$ cat config.mk
export PLATFORM = sky130hd
export DESIGN_NAME = mul_norm_round
export DESIGN_NICKNAME = d
export VERILOG_FILES = /design/src/rtl/fpu_pkg.sv /design/src/rtl/mul_norm_round.sv
export SDC_FILE = /design/constraint.sdc
export NUM_CORES = 1
export LEC_CHECK = 0
export CAP_MARGIN = 40
export CORE_MARGIN = 3
export CORE_UTILIZATION = 52
export DETAILED_ROUTE_END_ITERATION = 7
export PLACE_DENSITY = 0.89
export SKIP_LAST_GASP = 1
export SYNTH_ARGS = -nofsm -noshare
export SYNTH_HDL_FRONTEND = slang
export SYNTH_SLANG_ARGS = --single-unit
$ cat constraint.sdc
create_clock -name CLK -period 3.2 [get_ports CLK]
set_input_delay 0.64 -clock CLK [delete_from_list [all_inputs] [get_ports CLK]]
set_output_delay 0.64 -clock CLK [all_outputs]
set_load 0.005 [all_outputs]
$ cat src/rtl/fpu_pkg.sv
// Shared FP32 multiply-path definitions: exception codes, normaliser states, constants.
package fpu_pkg;

  localparam logic [2:0] EXC_NONE = 3'b000;
  localparam logic [2:0] EXC_ZERO = 3'b001;
  localparam logic [2:0] EXC_NAN  = 3'b011;
  localparam logic [2:0] EXC_INF  = 3'b100;

  typedef enum logic [2:0] {
    IDLE,
    NORM,
    ROUND,
    RENORM,
    DONE
  } norm_state_t;

  localparam logic [31:0] QNAN    = 32'h7FC0_0000;
  localparam int          EXP_MAX = 255;

endpackage

$ cat src/rtl/mul_norm_round.sv
// FP32 multiply post-stage: normalise, round, range-check and pack the 48-bit product.
// Build option MUL_RNE_EN selects round-to-nearest-even; undefined truncates and never uses RENORM.
//
// state  | meaning
// IDLE   | waiting for Norm_valid, inputs captured on the accepting edge
// NORM   | exception bypass or 1-bit normalise, extract M/G/R/S
// ROUND  | apply rounding increment, pack unless the significand carries out
// RENORM | carry out of rounding: shift right, bump exponent, pack
// DONE   | Norm_ack high until Norm_valid drops
module mul_norm_round
  import fpu_pkg::*;
#(
  parameter int MANT_W = 48,
  parameter int EXP_W  = 10
) (
  input  logic              CLK,
  input  logic              RST,
  input  logic              Norm_valid,
  input  logic              Norm_sign,
  input  logic [EXP_W-1:0]  Norm_exp,
  input  logic [MANT_W-1:0] Norm_mant,
  input  logic [2:0]        Norm_exc_in,
  output logic [31:0]       Norm_dataout,
  output logic [2:0]        Norm_exc,
  output logic              Norm_ack
);

  norm_state_t       state_q, state_d;
  logic              sign_q, sign_d;
  logic [EXP_W-1:0]  exp_q, exp_d;
  logic [MANT_W-1:0] mant_q, mant_d;
  logic [2:0]        exc_in_q, exc_in_d;
  logic [23:0]       m_q, m_d;
  logic [2:0]        grs_q, grs_d;
  logic [31:0]       data_q, data_d;
  logic [2:0]        exc_q, exc_d;

`ifdef MUL_RNE_EN
  logic              inc;
  logic [24:0]       m25;
`else
  logic              unused_trunc;
  assign unused_trunc = ^{grs_q, m_q[23]};
`endif

  // Exponent is two's complement; negative or zero flushes, >=255 saturates to infinity.
  function automatic logic [34:0] pack_result(input logic sign, input logic [EXP_W-1:0] exp,
                                              input logic [22:0] frac);
    if (!exp[EXP_W-1] && exp >= EXP_W'(EXP_MAX)) return {EXC_INF, sign, 8'hFF, 23'h0};
    else if (exp[EXP_W-1] || exp == '0)          return {EXC_ZERO, sign, 31'h0};
    else                                         return {EXC_NONE, sign, exp[7:0], frac};
  endfunction

  always_ff @(posedge CLK) begin
    if (RST) begin
      state_q  <= IDLE;
      sign_q   <= 1'b0;
      exp_q    <= '0;
      mant_q   <= '0;
      exc_in_q <= '0;
      m_q      <= '0;
      grs_q    <= '0;
      data_q   <= '0;
      exc_q    <= EXC_NONE;
    end else begin
      state_q  <= state_d;
      sign_q   <= sign_d;
      exp_q    <= exp_d;
      mant_q   <= mant_d;
      exc_in_q <= exc_in_d;
      m_q      <= m_d;
      grs_q    <= grs_d;
      data_q   <= data_d;
      exc_q    <= exc_d;
    end
  end

  always_comb begin
    state_d  = state_q;
    sign_d   = sign_q;
    exp_d    = exp_q;
    mant_d   = mant_q;
    exc_in_d = exc_in_q;
    m_d      = m_q;
    grs_d    = grs_q;
    data_d   = data_q;
    exc_d    = exc_q;
`ifdef MUL_RNE_EN
    inc      = 1'b0;
    m25      = '0;
`endif
    case (state_q)
      IDLE: begin
        if (Norm_valid) begin
          sign_d   = Norm_sign;
          exp_d    = Norm_exp;
          mant_d   = Norm_mant;
          exc_in_d = Norm_exc_in;
          state_d  = NORM;
        end
      end
      NORM: begin
        state_d = DONE;
        if (exc_in_q == EXC_NAN) begin
          data_d = QNAN;
          exc_d  = EXC_NAN;
        end else if (exc_in_q == EXC_INF) begin
          data_d = {sign_q, 8'hFF, 23'h0};
          exc_d  = EXC_INF;
        end else if (exc_in_q == EXC_ZERO || mant_q == '0) begin
          data_d = {sign_q, 31'h0};
          exc_d  = EXC_ZERO;
        end else begin
          state_d = ROUND;
          if (mant_q[MANT_W-1]) begin
            m_d   = mant_q[MANT_W-1 -: 24];
            grs_d = {mant_q[MANT_W-25], mant_q[MANT_W-26], |mant_q[MANT_W-27:0]};
            exp_d = exp_q + EXP_W'(1);
          end else begin
            m_d   = mant_q[MANT_W-2 -: 24];
            grs_d = {mant_q[MANT_W-26], mant_q[MANT_W-27], |mant_q[MANT_W-28:0]};
          end
        end
      end
      ROUND: begin
        state_d = DONE;
`ifdef MUL_RNE_EN
        inc = grs_q[2] & (grs_q[1] | grs_q[0] | m_q[0]);
        m25 = {1'b0, m_q} + 25'(inc);
        if (m25[24]) begin
          m_d     = m25[24:1];
          state_d = RENORM;
        end else begin
          {exc_d, data_d} = pack_result(sign_q, exp_q, m25[22:0]);
        end
`else
        {exc_d, data_d} = pack_result(sign_q, exp_q, m_q[22:0]);
`endif
      end
      RENORM: begin
        exp_d           = exp_q + EXP_W'(1);
        {exc_d, data_d} = pack_result(sign_q, exp_d, m_q[22:0]);
        state_d         = DONE;
      end
      DONE: begin
        if (!Norm_valid) state_d = IDLE;
      end
      default: state_d = IDLE;
    endcase
  end

  always_comb begin
    Norm_ack     = (state_q == DONE);
    Norm_dataout = data_q;
    Norm_exc     = exc_q;
  end

endmodule

**Word level (Yosys, flattened, before mapping)**

Cells that the tools add are included.
W data, S select, Z words.

- Flip-flop bits (word level): 123
- Input bits: 65
- Output and inout bits: 36
- Logic and storage cells: 72

- Add/subtract/negate cells: 1
- Order comparisons: 2
- Equality and inequality tests: 14
- Multiplexer cells: 25
- Bitwise operators: 3
- Reduce and logical (&&, ||, !) cells: 19

Operator list:

| cell | count |
|---|---|
| $mux W32 | 3 |
| $pmux W32 S3 | 1 |
| $mux W35 | 2 |
| $mux W33 | 2 |
| $mux W10 | 5 |
| $logic_not A48 Y1 | 1 |
| $pmux W10 S3 | 1 |
| $mux W3 | 8 |
| $mux W23 | 1 |
| $ge A10 B8 Y1 const B | 2 |
| $logic_not A10 Y1 | 2 |
| $ne A2 B2 Y1 const B | 6 |
| $pmux W3 S4 | 1 |
| $add A10 B1 Y10 const B | 1 |
| $eq A3 B2 Y1 const B | 3 |
| $pmux W3 S3 | 1 |
| $eq A3 B1 Y1 const B | 2 |
| $eq A3 B3 Y1 const B | 2 |
| $reduce_and A2 Y1 | 3 |
| $reduce_and A6 Y1 | 1 |
| $reduce_bool A3 Y1 | 2 |
| $ne A4 B4 Y1 const B | 1 |
| $reduce_and A4 Y1 | 1 |
| $logic_not A3 Y1 | 1 |
| 5 further kinds | 11 |

**Depth between registers and ports, before layout**

Gate-level depths: netlist of run 1.

- Depth in word-level cells: 6
- Gate-level depth with buffers: 9

**Least setup slack after synthesis of run 1**

OpenSTA, ideal clock, no wires.

- Path kind: reg-to-reg
- Start point: reg exp_q[7]
- End point: reg data_q[0] (netlist: Norm_dataout[0])
- Arrival: 2.211 ns
- Data required time: 3.083 ns
- Slack: 0.872 ns
- Cell stages (with the launch flop): 8
- Path buffers: 1
- Period minus slack after synthesis: 2.328 ns
- Cell sequence: dfxtp_1 > or4_4 > or4_4 > a21oi_4 > nand4bb_1 > a21oi_1 > buf_2 > a22o_1

- Cells in the longest elaborated chain, start to end: 6

Ends and longest elaborated chain:

| item | line | text |
|---|---|---|
| start: declaration | mul_norm_round.sv:30 | `logic [EXP_W-1:0] exp_q, exp_d;` |
| start signal: assignment | mul_norm_round.sv:68 | `exp_q <= exp_d;` |
| branches (longest 5 deep; another with $add A10 B1 Y10) | -- |  |
| $pmux W32 S3 * | mul_norm_round.sv:92 | `case (state_q)` |
| end signal: assignment | mul_norm_round.sv:73 | `data_q <= data_d;` |
| end: declaration | mul_norm_round.sv:35 | `logic [31:0] data_q, data_d;` |

Every way passes the cells marked *.
A chain may end at the register's enable or synchronous reset.

**Final worst setup path of run 1**

- Start point: reg state_q[2]
- End point: reg data_q[6] (netlist: Norm_dataout[6])

- Cells in the longest elaborated chain, start to end: 3

Ends and longest elaborated chain:

| item | line | text |
|---|---|---|
| start: declaration | mul_norm_round.sv:28 | `norm_state_t state_q, state_d;` |
| start signal: assignment | mul_norm_round.sv:66 | `state_q <= state_d;` |
| $eq A3 B1 Y1 or $eq A3 B2 Y1 (tied branches) | mul_norm_round.sv:92 |  |
| $ne A4 B4 Y1 (no source line) or $reduce_bool A3 Y1 (tied branches) | -- |  |
| $reduce_and A2 Y1 (no source line) | -- |  |

Parallel ways exist; a longest one is shown, timed or not.

==> impl_metrics.toml, run 1 <==
[yosys]
async_flop_share_pct = 0
syn_area_per_cell_sq_um = 8.35
ys_seq_area_share_pct = 47.7
ys_warn_count = 0
synth-main-ff-cell = "dfxtp_1"
synth_top_area_share_pct = 47.7
netlist_area_sq_mm = 0.00516
yosysTopAreaCell = "dfxtp_1"
synth-edff-count = 0
synth_area_leaders = "dfxtp_1 (48%), nand2_1 (9.2%), a21oi_1 (7.0%)"
synth_seq_cells = 123
synthCells = 618
syn_nets = 686
ys_types = 48

[worst_setup_path]
reg2reg_slack_ns = 0.47
start_kind = "flip-flop"
crit_start = "state_q[2]"
r2r_cells = 9
endpoint_kind = "flip-flop"
worstReg2RegEnd = "Norm_dataout[6]"
path_cells = "nand2b_1 -> nor4b_1 -> o31a_1 -> buf_4 -> nor3_1 -> buf_4 -> nor2_1 -> buf_4 -> a22o_1"
arrival_ns = 3.19
r2r_start = "state_q[2]"
slowest_stage = "nand2b_1"
cpPeakStageDelay_ns = 0.44
required_ns = 3.66
endpoint = "Norm_dataout[6]"
crit_fanout = 48
worstSetupPathType = "flip-flop to flip-flop"
cp_common_cell = "buf_4"

[sta]
period_minus_slack_ns = 2.73
slew_violations = 0
setup-tns-final_ns = 0
tightest_slew_ns = 0.632
timing.slew.headroom_pct = 57.8
fmax_ghz = 0.367
min_period_over_period_pct = 85.3
grt_setup_unrepaired = "no"
setup_viol = 0
finalClockSkew_ns = 0.00989
final_hold_viol_count = 0

[clock_network]
cts_tree = "done"
clock-sinks = 123
clock_latency_ns = 0.52
root_buffer = "clkbuf_8"
clk_pin_slew_ns = 0.06
postCtsSetupRepairBufs = 0
cts_inserted_buffers = 17
cts_resized = 0
cts.hold.buffers_added = 0
cts_htree_levels = 4
clockBufferDepth = 2

[hold_path]
hold_start = "mant_q[4]"
min_path_type = "flip-flop to flip-flop"

[floorplanning]
start_util_pct = 54.6
die_h_microns = 106
rows = 35
die_width_microns = 106
ios = 101
dieArea_sq_mm = 0.0112
fp.coreArea_sq_mm = 0.00946

[run_status]
run_status = "complete, no violations"

[grt]
grt_usage_pct = 24.5
grt_max_degree = 54
grt_overflow = 0
antenna_found_initial = 0
grt_pass1_wl_microns = 21900
first_global_vias = 4501

[power_and_ir_drop]
power.total_uw = 4150
p_leak_uw = 0.00244
ir_worst_vdd_uv = 436
p_per_area_mw_per_mm2 = 611

[drt]
wl_microns = 13700
remaining_drc_errors = 0
viasPerCell = 5.69
drt-initial-drc-count = 419
ant_nets = 0
drt_pre_antenna_iters = 5
post_drt_wl_per_cell_microns = 16.3
vias = 4783

[cells_and_area]
area_growth_pct = 31.8
multi_input_area_sq_mm = 0.00251
n_fill_cell = 701
layout_commonest_cell = "nand2_1"
drive_above_1_share_pct = 7.58
regArea_sq_mm = 0.00246
final_cell_mix = "nand2_1 (127), dfxtp_1 (123), clkdlybuf4s50_1 (99)"
fin_nets = 767
n_antenna_cell = 0

[placement]
dp_hpwl_microns = 9430
place_congestion = 0.935
port_buffers = 100

[run]
cap_violations = 0
## cell type report
| cell class | count | area share, % |
|---|---|---|
| multi-input cells | 443 | 36.9 |
| flip-flops and latches | 123 | 36.2 |
| repair buffers | 111 | 15.9 |
| clock buffers | 17 | 6.09 |
| clock inverters | 15 | 2.46 |
| well taps | 129 | 2.37 |
| inverters | 3 | 0.166 |
## report_power, final
part           internal (uW)  total (uW)  switching, uW
sequential              1640        1740            104
combinational            262         558            296
clock                   1120        1850            733
total                   3020        4150           1130
## critical path: cells and delay by family (launching register included)
kind,cells,cell delay [ns]
AOI/OAI and AO/OA,2,0.40
buffers and inverters,3,0.84
DFF,1,0.43
and+or+nand+nor,4,0.97
## registers in the layout (all words and copies together), names as in the netlist
| name | flops |
|---|---|
| exc_in_q | 3 |
| Norm_exc | 3 |
| m_q | 23 |
| sign_q | 1 |
| exp_q | 10 |
| Norm_dataout | 32 |
| mant_q | 48 |
| state_q | 3 |
## cells in the mapped netlist (all sizes together), types with 4 or more instances
cell    count
nand2b      5
a211oi     32
dfxtp     123
a22o       22
and3        4
o21ai       8
buf         5
nor4       13
mux2i      24
nor3       15
nor2       59
clkbuf     44
a21oi      73
nand3       6
nand4       4
a21o        5
nand2     127
## kinds of logic after synthesis
group / after synthesis / synth area share (%)
AOI/OAI and AO/OA: 155 / 19.7
xor gates and xnor gates: 6 / 1.02
adders and majority gates: 3 / 0.727
buffers and inverters: 52 / 3.85
DFF: 123 / 47.7
muxes: 24 / 4.65
and+or+nand+nor: 255 / 22.4
## how the worst min path moves through the flow
stage                            end  slack (ns)  cells after the start
CTS                       mant_q[17]        0.46                      2
finish                     mant_q[4]        0.46                      2
global route              mant_q[17]        0.47                      2
floorplan           Norm_dataout[22]        0.43                      1
detailed placement       Norm_exc[0]        0.45                      2
global placement           mant_q[5]        0.44                      2
## through the flow
step / instances / setup slack (ns) / area, sq um / utilization, % / hold WS, ns
after global routing: 841 / 0.218 / 6800 / 71.9 / 0.468
final: 841 / 0.472 / 6800 / 71.9 / 0.456
after global placement: 809 / 0.630 / 6220 / 65.8 / 0.443
after detailed placement: 809 / 0.499 / 6220 / 65.8 / 0.449
after floorplan: 618 / 0.872 / 5160 / - / 0.433
after CTS: 841 / 0.459 / 6800 / 71.9 / 0.457
## metal layers
metal	vias up	wire length [microns]	GRT usage [%]
met1	2219	6020	32.5
li1	2347	-	-
met2	195	6430	39.2
met4	0	195	8.42
met3	22	1050	5.88
met5	-	0	0
Power figures use the tool's default switching activity.
==> inputs of run 2 (changes only) <==
--- a/config.mk
+++ b/config.mk
@@ -7,9 +7,9 @@
 export LEC_CHECK = 0
 export CAP_MARGIN = 40
 export CORE_MARGIN = 3
-export CORE_UTILIZATION = 52
+export CORE_UTILIZATION = 35
 export DETAILED_ROUTE_END_ITERATION = 7
-export PLACE_DENSITY = 0.89
+export PLACE_DENSITY = 0.66
 export SKIP_LAST_GASP = 1
 export SYNTH_ARGS = -nofsm -noshare
 export SYNTH_HDL_FRONTEND = slang
==> run 2 against run 1 <==
Effect of this change:
- hold slack got worse by 0.0024 ns
- die area rose by 46%
- critical path depth fell by 3
- non-clock buffer count did not move
- clock power rose by 2%
- sequential cell count did not move
- combinational power fell by 0.9%
- largest power group unchanged
- total power rose by 0.77%
==> impl_metrics.toml, run 2 (synthesis gave the netlist of run 1 again) <==
[placement]
port_buffers = 100
pre_cts_ws_ns = 0.584
place_congestion = 0.878
dp_hpwl_microns = 9660
dp_cells = 860

[floorplanning]
rows = 43
fp.coreArea_sq_mm = 0.0141
start_util_pct = 36.5
die_h_microns = 127
die_width_microns = 127
dieArea_sq_mm = 0.0162
ios = 101

[grt]
grt_overflow = 0
first_global_vias = 4324
antenna_found_initial = 0
grt_pass1_wl_microns = 21800
grt_usage_pct = 16.8
grt_max_degree = 54

[cells_and_area]
fin_nets = 767
top_register = "mant_q"
final_cell_mix = "nand2_1 (127), dfxtp_1 (123), clkdlybuf4s50_1 (99)"
regArea_sq_mm = 0.00246
n_antenna_cell = 0
layout_commonest_cell = "nand2_1"
multi_input_area_sq_mm = 0.00251
n_fill_cell = 1333
area_growth_pct = 33.2
drive_above_1_share_pct = 7.58
largest_reg_flops = 48
final_cell_count_no_fill = 892

[worst_setup_path]
start_kind = "flip-flop"
cp_top_family = "simple AND/OR/NAND/NOR gates"
arrival_ns = 2.94
worstSetupPathType = "flip-flop to flip-flop"
path_buf_inv = 0
slowest_stage = "dfxtp_1"
path_cells = "nand2b_1 -> nor4b_1 -> o31a_1 -> or3_1 -> a2111oi_0 -> nor3_1"
crit_fanout = 15
required_ns = 3.48
cpPeakStageDelay_ns = 0.59
endpoint_kind = "flip-flop"

[sta]
timing.final.ws_setup_ns = 0.535
finalClockSkew_ns = 0.00818
min_period_over_period_pct = 83.3
period_minus_slack_ns = 2.67
setup_viol = 0
tightest_slew_ns = 0.614
final_hold_viol_count = 0
setup-tns-final_ns = 0
slew_violations = 0
fmax_ghz = 0.375
grt_setup_unrepaired = "no"
whs_ns = 0.454
timing.slew.headroom_pct = 59.0

[power_and_ir_drop]
sw_frac_of_total_pct = 26.8
ir_worst_vdd_uv = 380
p_per_area_mw_per_mm2 = 609
p_int_uw = 3060
p_seq_share_pct = 41.6
combPwrFrac_pct = 13.2
switchingPower_uw = 1120
p_leak_uw = 0.00245
power_frac_clock_pct = 45.2

[drt]
ant_nets = 0
drt-initial-drc-count = 290
viasPerCell = 5.12
drt_pre_antenna_iters = 5
remaining_drc_errors = 0
wl_microns = 13400
vias = 4563
post_drt_wl_per_cell_microns = 15.0

[run]
cap_violations = 0

[clock_network]
cts_htree_levels = 4
cts.hold.buffers_added = 0
cts_inserted_buffers = 17
clock-sinks = 123
root_buffer = "clkbuf_16"
clk_pin_slew_ns = 0.06
postCtsSetupRepairBufs = 0
cts_resized = 0
cts_tree = "done"
clock_latency_ns = 0.41
clockBufferDepth = 2

[hold_path]
min_path_type = "flip-flop to flip-flop"

[run_status]
run_status = "complete, no violations"
[run 2: final timing paths]
| kind | start | endpoint | slack [ns] | depth (start not counted) |
|---|---|---|---|---|
| min | mant_q[3] | mant_q[3] | 0.45 | 2 |
| min reg2reg | mant_q[3] | mant_q[3] | 0.45 | 2 |
| max | state_q[2] | Norm_dataout[26] | 0.53 | 6 |
| max reg2reg | state_q[2] | Norm_dataout[26] | 0.53 | 6 |
[run 2: final cells by class]
| class | count | share of cell area (%) |
|---|---|---|
| Inverter | 3 | 0.164 |
| Sequential cell | 123 | 35.8 |
| Timing Repair Buffer | 111 | 15.7 |
| Clock buffer | 17 | 6.19 |
| Multi-Input combinational cell | 443 | 36.5 |
| Clock inverter | 15 | 2.37 |
| Tap cell | 180 | 3.28 |
[run 2: metrics by stage]
stage	area [sq um]	power [uW]	utilization [%]
after floorplan	5160	2100	-
after global placement	6280	2310	44.4
after detailed placement	6280	2330	44.4
after CTS	6870	4230	48.6
after global routing	6870	4380	48.6
final	6870	4190	48.6
[run 2: worst register-to-register path: stages (launching register included)]
cell	delay, ns
dfxtp_1	0.59
nand2b_1	0.51
nor4b_1	0.11
o31a_1	0.16
or3_1	0.49
a2111oi_0	0.57
nor3_1	0.10
[run 2: power groups by stage]
stage / clock network [uW] / logic, uW / registers (uW)
after global placement: 0 / 546 / 1770
after global routing: 2000 / 620 / 1750
after detailed placement: 0 / 555 / 1770
after CTS: 1940 / 557 / 1740
final: 1890 / 553 / 1740
after floorplan: 0 / 372 / 1730
[run 2: layer usage]
metal	global-route usage [%]	wire (microns)
met3	4.18	690
met1	23.7	6660
met5	0	0
met4	6.25	219
met2	24.9	5830
==> inputs of run 3 (changes only) <==
--- a/config.mk
+++ b/config.mk
@@ -9,7 +9,7 @@
 export CORE_MARGIN = 3
 export CORE_UTILIZATION = 35
 export DETAILED_ROUTE_END_ITERATION = 7
-export PLACE_DENSITY = 0.66
+export PLACE_DENSITY = 0.68
 export SKIP_LAST_GASP = 1
 export SYNTH_ARGS = -nofsm -noshare
 export SYNTH_HDL_FRONTEND = slang
==> constraint.sdc (replaced) <==
create_clock -name CLK -period 2.35 [get_ports CLK]
set_input_delay 0.47 -clock CLK [delete_from_list [all_inputs] [get_ports CLK]]
set_output_delay 0.47 -clock CLK [all_outputs]
set_load 0.005 [all_outputs]
==> run 3 against run 2 <==
Effect of this change:
- cell count increased by 4.8%
- critical path type unchanged
- hold slack got worse by 0.019 ns
- total power increased by 40%
- first-iteration DRC count decreased by 10%
- count of clock-buffer cells in the layout increased by 3
- sequential power increased by 34%
- clock skew increased by 0.0042 ns
- wire length increased by 6.0%
- global-route usage increased by 1.0 points
- worst setup slack got worse by 0.51 ns
==> impl_metrics.toml, run 3 (synthesis gave the netlist of run 1 again) <==
[clock_network]
cts_tree = "done"
cts_htree_levels = 4
clock_latency_ns = 0.42
clk_pin_slew_ns = 0.06
clockBufferDepth = 2
clock-sinks = 123
cts_inserted_buffers = 17
root_buffer = "clkbuf_16"

[worst_setup_path]
cpPeakStageDelay_ns = 0.53
slowest_stage = "or4_4"
cp_common_cell = "or4_4"
endpoint_kind = "flip-flop"
path_cells = "or4_4 -> or4_4 -> a21oi_4 -> nor2_4 -> or4_1 -> a21oi_1"
arrival_ns = 2.67
start_kind = "flip-flop"
crit_fanout = 4
worstSetupPathType = "flip-flop to flip-flop"
required_ns = 2.70

[floorplanning]
start_util_pct = 36.5
dieArea_sq_mm = 0.0162
fp.coreArea_sq_mm = 0.0141
rows = 43
ios = 101
die_h_microns = 127
die_width_microns = 127

[cells_and_area]
area_growth_pct = 41.8
largest_reg_flops = 48
n_antenna_cell = 0
top_register = "mant_q"
layout_commonest_cell = "nand2_1"
drive_above_1_share_pct = 14.6
fin_nets = 810
final_cell_count_no_fill = 935
final_cell_mix = "nand2_1 (127), dfxtp_1 (123), clkdlybuf4s50_1 (99)"
n_fill_cell = 1322

[grt]
grt_usage_pct = 17.8
grt_pass1_wl_microns = 23200
antenna_found_initial = 0
first_global_vias = 4674
grt_overflow = 0
grt_max_degree = 54

[run]
cap_violations = 0

[placement]
dp_cells = 901
port_buffers = 100
place_congestion = 0.905
dp_hpwl_microns = 10400

[drt]
remaining_drc_errors = 0
ant_nets = 0
drt_pre_antenna_iters = 4
vias = 4793
wl_microns = 14200
viasPerCell = 5.13
post_drt_wl_per_cell_microns = 15.2
drt-initial-drc-count = 260

[power_and_ir_drop]
p_leak_uw = 0.00270
ir_worst_vdd_uv = 499
p_per_area_mw_per_mm2 = 799

[sta]
final_hold_viol_count = 0
period_minus_slack_ns = 2.33
grt_setup_unrepaired = "yes"
timing.slew.headroom_pct = 58.5
min_period_over_period_pct = 99.0
finalClockSkew_ns = 0.0124
slew_violations = 0
tightest_slew_ns = 0.622
fmax_ghz = 0.430
whs_ns = 0.435
setup_viol = 0

[run_status]
run_status = "complete, no violations"

[hold_path]
min_path_type = "input port to flip-flop"
==> run 3: metal layers <==
layer | vias to the layer above | part of all wire (%) | routed length [microns] | GRT usage, %
met5 | - | 0 | 0 | 0
met4 | 0 | 1.7 | 247 | 6.94
met3 | 19 | 3.9 | 559 | 3.89
met2 | 115 | 46 | 6490 | 27.4
met1 | 2225 | 49 | 6900 | 24.3
li1 | 2434 | - | - | -
==> run 3: stage by stage <==
stage	instance area [sq um]	worst slack [ns]	utilization (%)	setup TNS, ns	total power, uW
after floorplan	5160	0.0223	-	0	2860
after global placement	6620	-0.0473	46.8	-0.155	3240
after detailed placement	6620	-0.0677	46.8	-0.210	3260
after CTS	7250	0.00454	51.2	0	5880
after global routing	7320	-0.0717	51.7	-1.34	6100
final	7320	0.0234	51.7	0	5850
==> run 3: area by class of cell <==
type / instances / area (sq um) / area share [%]
Inverter: 3 / 11.3 / 0.154
Sequential cell: 123 / 2460 / 33.6
Multi-Input combinational cell: 443 / 2600 / 35.5
Tap cell: 180 / 225 / 3.08
Clock inverter: 12 / 136 / 1.86
Timing Repair Buffer: 154 / 1430 / 19.6
Clock buffer: 20 / 457 / 6.24
==> run 3: critical path: cells and delay by family (launching register included) <==
kind	cells	cell delay, ns
AOI/OAI and AO/OA	2	0.34
and+or+nand+nor	4	1.62
DFF	1	0.31
==> run 3: final timing paths <==
| kind | to | slack, ns | from | cells after the start |
|---|---|---|---|---|
| min reg2reg | mant_q[20] | 0.45 | mant_q[20] | 2 |
| max | Norm_exc[0] | 0.02 | exp_q[7] | 6 |
| max reg2reg | Norm_exc[0] | 0.02 | exp_q[7] | 6 |
| min | exp_q[6] | 0.44 | RST | 2 |
==> run 3: power breakdown <==
group | internal, uW | switching [uW]
sequential | 2230 | 107
clock | 1630 | 976
combinational | 443 | 461
==> run 3: what timing repair did <==
action / CTS / global route
hold buffers: 0 / 0
resized for setup: 7 / 13
setup buffers: 0 / 2
pin swaps: 1 / 5
endpoints found under the setup margin: 27 / 30
